==> config.mk <==
export PLATFORM = sky130hd
export DESIGN_NAME = mesm6_ifetch
export DESIGN_NICKNAME = d
export VERILOG_FILES = /design/src/rtl/mesm6_pkg.sv /design/src/rtl/mesm6_ififo.sv /design/src/rtl/mesm6_ifetch.sv
export SDC_FILE = /design/constraint.sdc
export NUM_CORES = 1
export LEC_CHECK = 0
export ABC_AREA = 0
export BUFFER_PORTS_ARGS = -buffer_cell sky130_fd_sc_hd__clkbuf_2
export CAP_MARGIN = 15
export CORE_UTILIZATION = 50
export CTS_BUF_LIST = sky130_fd_sc_hd__clkbuf_16
export DETAILED_ROUTE_END_ITERATION = 6
export HOLD_SLACK_MARGIN = 0.1
export PLACE_DENSITY = 0.75
export SLEW_MARGIN = 30
export SYNTH_ARGS = -nofsm -noshare
export SYNTH_HDL_FRONTEND = slang
export SYNTH_SLANG_ARGS = --single-unit
==> constraint.sdc <==
create_clock -name clk -period 11.6 [get_ports clk]
set_clock_uncertainty 0.1 [all_clocks]
set_input_delay 1.16 -clock clk [delete_from_list [all_inputs] [get_ports clk]]
set_output_delay 1.16 -clock clk [all_outputs]
set_load 0.01 [all_outputs]
==> src/rtl/mesm6_pkg.sv <==
// Shared types for the mesm6 instruction fetch path.
package mesm6_pkg;

  typedef logic [23:0] insn_t;
  typedef logic [47:0] word_t;
  typedef logic [14:0] iaddr_t;

  typedef enum logic [1:0] {StIdle, StReq, StGap} ifetch_state_t;

  // Left half (47:24) executes before right half (23:0).
  function automatic insn_t insn_half(word_t w, logic right);
    return right ? w[23:0] : w[47:24];
  endfunction

endpackage

==> src/rtl/mesm6_ififo.sv <==
// Prefetch FIFO of 48-bit instruction words with synchronous flush.
module mesm6_ififo
  import mesm6_pkg::*;
#(
  parameter int unsigned Depth = 2
) (
  input  logic  clk,
  input  logic  reset_n,
  input  logic  flush_i,
  input  logic  push_i,
  input  word_t wdata_i,
  input  logic  pop_i,
  output word_t rdata_o,
  output logic  full_o,
  output logic  empty_o
);

  localparam int unsigned PtrW = (Depth > 1) ? $clog2(Depth) : 1;
  localparam int unsigned CntW = PtrW + 1;

  word_t           mem_q [Depth];
  logic [PtrW-1:0] wptr_q, rptr_q;
  logic [CntW-1:0] count_q;
  logic            do_push, do_pop;

  assign full_o  = (count_q == CntW'(Depth));
  assign empty_o = (count_q == '0);
  assign do_push = push_i & ~full_o;
  assign do_pop  = pop_i & ~empty_o;
  assign rdata_o = mem_q[rptr_q];

  always_ff @(posedge clk) begin
    if (do_push) begin
      mem_q[wptr_q] <= wdata_i;
    end
  end

  always_ff @(posedge clk) begin
    if (!reset_n || flush_i) begin
      wptr_q  <= '0;
      rptr_q  <= '0;
      count_q <= '0;
    end else begin
      if (do_push) begin
        wptr_q <= wptr_q + PtrW'(1);
      end
      if (do_pop) begin
        rptr_q <= rptr_q + PtrW'(1);
      end
      // Simultaneous push and pop leaves the count unchanged.
      if (do_push && !do_pop) begin
        count_q <= count_q + CntW'(1);
      end else if (do_pop && !do_push) begin
        count_q <= count_q - CntW'(1);
      end
    end
  end

endmodule

==> src/rtl/mesm6_ifetch.sv <==
// Instruction fetch: reads 48-bit words from imemory, prefetches them and
// hands out two 24-bit instructions per word, with jump redirect.
module mesm6_ifetch
  import mesm6_pkg::*;
#(
  parameter int unsigned DEPTH = 2,
  parameter int unsigned AW    = 15
) (
  input  logic          clk,
  input  logic          reset_n,
  input  logic          i_jump,
  input  logic [AW-1:0] i_jump_pc,
  input  logic          i_jump_right,
  output logic [AW-1:0] o_imem_addr,
  output logic          o_imem_read,
  input  word_t         i_imem_data,
  input  logic          i_imem_done,
  output insn_t         o_insn,
  output logic [AW-1:0] o_pc,
  output logic          o_right,
  output logic          o_valid,
  input  logic          i_ready
);

  ifetch_state_t state_q;
  logic [AW-1:0] fetch_ptr_q;
  logic [AW-1:0] pc_q;
  logic          read_q;
  logic          half_q;

  word_t head;
  logic  fifo_full, fifo_empty;
  logic  accept, push, pop;

  assign accept = ~fifo_empty & i_ready;
  // A jump discards any word completing in the same cycle and overrides accept.
  assign push   = (state_q == StReq) & i_imem_done & ~i_jump;
  assign pop    = accept & half_q & ~i_jump;

  mesm6_ififo #(
    .Depth(DEPTH)
  ) u_ififo (
    .clk     (clk),
    .reset_n (reset_n),
    .flush_i (i_jump),
    .push_i  (push),
    .wdata_i (i_imem_data),
    .pop_i   (pop),
    .rdata_o (head),
    .full_o  (fifo_full),
    .empty_o (fifo_empty)
  );

  always_ff @(posedge clk) begin
    if (!reset_n) begin
      state_q     <= StIdle;
      read_q      <= 1'b0;
      fetch_ptr_q <= '0;
      pc_q        <= '0;
      half_q      <= 1'b0;
    end else if (i_jump) begin
      state_q     <= StGap;
      read_q      <= 1'b0;
      fetch_ptr_q <= i_jump_pc;
      pc_q        <= i_jump_pc;
      half_q      <= i_jump_right;
    end else begin
      case (state_q)
        StIdle: begin
          // Nothing is in flight here, so a free slot is simply "not full".
          if (!fifo_full) begin
            state_q <= StReq;
            read_q  <= 1'b1;
          end
        end
        StReq: begin
          if (i_imem_done) begin
            state_q     <= StGap;
            read_q      <= 1'b0;
            fetch_ptr_q <= fetch_ptr_q + AW'(1);
          end
        end
        StGap: begin
          state_q <= StIdle;
        end
        default: begin
          state_q <= StIdle;
          read_q  <= 1'b0;
        end
      endcase

      if (accept) begin
        if (half_q) begin
          half_q <= 1'b0;
          pc_q   <= pc_q + AW'(1);
        end else begin
          half_q <= 1'b1;
        end
      end
    end
  end

  assign o_imem_read = read_q;
  assign o_imem_addr = fetch_ptr_q;
  assign o_valid     = ~fifo_empty;
  assign o_insn      = o_valid ? insn_half(head, half_q) : '0;
  assign o_pc        = pc_q;
  assign o_right     = half_q;

endmodule

==> results_dict.tcl <==
set metrics [dict create \
    cts_buffers 17 \
    die_area_sq_um 11500 \
    start_util 0.512 \
    synth_top_area_share 0.522 \
    cts.path.max_buffers 2 \
    synthTopCellsByCount "edfxtp_1, dfxtp_1, nor2b_1" \
    synth_top_cell_by_area "edfxtp_1" \
    setup_viol 0 \
    final.fill_count 808 \
    cap_viol_max_count 0 \
    vias 3605 \
    reg2reg_depth 6 \
    antennaDiodeCount 0 \
    worst_setup_path_start_kind "register" \
    ant_nets 0 \
    antenna_found_initial 0 \
    grt-ovfl-total 0 \
    fmax_mhz 310 \
    syn2layout_area_growth_pct 24.5 \
    tightestPinTransition_ns 0.725 \
    pre_cts_ws_ns 8.45 \
    numClockSinks 135 \
    yosysMostFrequentCell "edfxtp_1" \
    worstSkewPairLatency_ns 0.40 \
    crit_type "register to output port" \
    drt-pass1-iter-count 4 \
    cts_tree "built" \
    finalCritPeriodShare 0.278 \
    hpwl_um 7650 \
    grt_max_degree 49 \
    crit_path_top_delay_cell "dfxtp_4" \
    ioPinCount 126 \
    path_clk_slew_ns 0.06 \
    finalCriticalPeriod_ns 3.23 \
    rr_startpoint "o_right" \
    stdcell_count 657 \
    cts_hold_buf 0 \
    fin_util 0.637 \
    via_per_inst 5.49 \
    worst_setup_path_end_kind "output port" \
    setup_slack_ns 8.37 \
    yosysUniqueCellTypes 40 \
    syn_area_sq_um 5530 \
    avgSynthCellArea_sq_um 14.7 \
    max-slew-margin-rel 0.516 \
    post-cts-setup-buffers 0 \
    synthTopCellsByArea "edfxtp_1, dfxtp_1, mux4_2, nor2b_1, xnor2_1" \
    fp-row-count 38 \
    grt_pass1_vias 3591 \
    portBuffers 125 \
    wire_per_inst_um 17.5 \
    drc_errors 0 \
    hp-class "register to register" \
    die_h_um 107 \
    power_density_nw_per_um2 166 \
    slowest_delay_ns 0.68 \
    h-tree-depth 4 \
    synth_edf_count 96 \
    required_ns 10.34 \
    drt_iter0_drc 195 \
    setup_tns_ns 0 \
    die_w_um 107 \
    syn_nets 447 \
    core_area_sq_um 10800 \
    grt_pass1_wl_um 17900 \
    syn_inst 375 \
    endpoint "o_insn[14]" \
    cp_max_fo 24 \
    grt_setup_unrepaired "no" \
    status "completed" \
    hold_viol 0 \
    dominantRegCellSynth "edfxtp_1" \
    drv_slew 0 \
    synth.ff_latch_count 135 \
    r2r-end "u_ififo.count_q[1]" \
    grt_usage 0.212 \
    cts-root-buf "clkbuf_16" \
    gp_congestion 0.852 \
    drive_above_1_share 0.369 \
    cts_resized 0 \
    dp_cells 624 \
    async_flop_share 0 \
    layout.nets 576 \
    ir_drop_mv 0.0812 \
    crit_arrival_ns 1.97 \
    holdWs_ns 0.395 \
    r2r_slack_ns 9.21 \
    yosys_warnings 0 \
    routed_wl_um 11500 \
    yosysSeqAreaShare 0.663 \
    worstPathCellList "mux4_2 -> nor2b_1 -> clkbuf_2" \
    leakage_uw 0.00249 \
]
report_power, final:
part	internal [uW]	switching [uW]	total, uW	leakage, uW
registers	526	12.6	539	0.00119
clock network	339	201	540	0.000291
logic	28.4	31.6	60.0	0.00101
total	894	246	1140	0.00249
worst min-delay path by stage:
stage                      from     endpoint  slack [ns]  cells past startpoint
finish              o_imem_read  o_imem_read        0.39                      2
global route        o_imem_read  o_imem_read        0.42                      2
CTS                 o_imem_read  o_imem_read        0.40                      2
detailed placement  o_imem_read  o_imem_read        0.39                      2
global placement    o_imem_read  o_imem_read        0.38                      2
floorplan            state_q[1]   state_q[0]        0.36                      1
worst max-delay path: cells and delay by family, from the launching register on:
kind	cells	cell delay, ns
buf+inv	1	0.17
flops	1	0.68
simple gates	1	0.16
mux	1	0.55
layer usage:
metal	vias up	part of all wire	GRT usage
li1	1704	-	-
met1	1770	0.42	0.260
met2	127	0.51	0.359
met3	4	0.063	0.0705
met4	0	0.0046	0.0577
met5	-	0	0
state kept, by name (all words and copies together), names as in the netlist, named ones only:
signal and count:
state_q 2, o_pc 15, o_imem_read 1, o_right 1, u_ififo.count_q 2, u_ififo.wptr_q 1, u_ififo.rptr_q 1, o_imem_addr 15
u_ififo.mem_q 96
cell type report:
class	instances	area (sq um)	area share
Tap cell	140	175	0.0255
Clock buffer	17	425	0.0618
Multi-Input combinational cell	216	1760	0.256
Inverter	4	15.0	0.00218
Sequential cell	135	3670	0.533
Clock inverter	15	179	0.0260
Timing Repair Buffer	130	661	0.0960
cell families after synthesis:
group / after synthesis / synth area share
buffers and inverters: 24 / 0.0213
adders and majority gates: 3 / 0.00679
muxes: 25 / 0.0996
and+or+nand+nor: 102 / 0.107
AOI/OAI and AO/OA: 58 / 0.0579
xor gates and xnor gates: 28 / 0.0444
DFF: 135 / 0.663
layout by cell type, fill, tap and decap left out, types with 4 or more instances in the layout:
cell type,instances
o21ai_0,20
clkbuf_2,125
nor4_1,9
clkinv_4,4
nor3_1,10
a21oi_1,27
inv_1,5
nand4_1,8
dfxtp_1,38
mux4_2,24
nand3_1,10
nand2_1,11
clkbuf_16,17
nor2_1,9
nor2b_1,28
edfxtp_1,96
xnor2_1,16
xor2_1,12
buf_4,4
metrics by stage:
step           instance area, sq um  total power, uW
4_1_cts                        6870             1150
3_3_place_gp                   6270              607
3_5_place_dp                   6270              609
5_1_grt                        6880             1180
2_1_floorplan                  5530              579
6_report                       6880             1140
No activity file was read; power rests on OpenSTA's default activity.
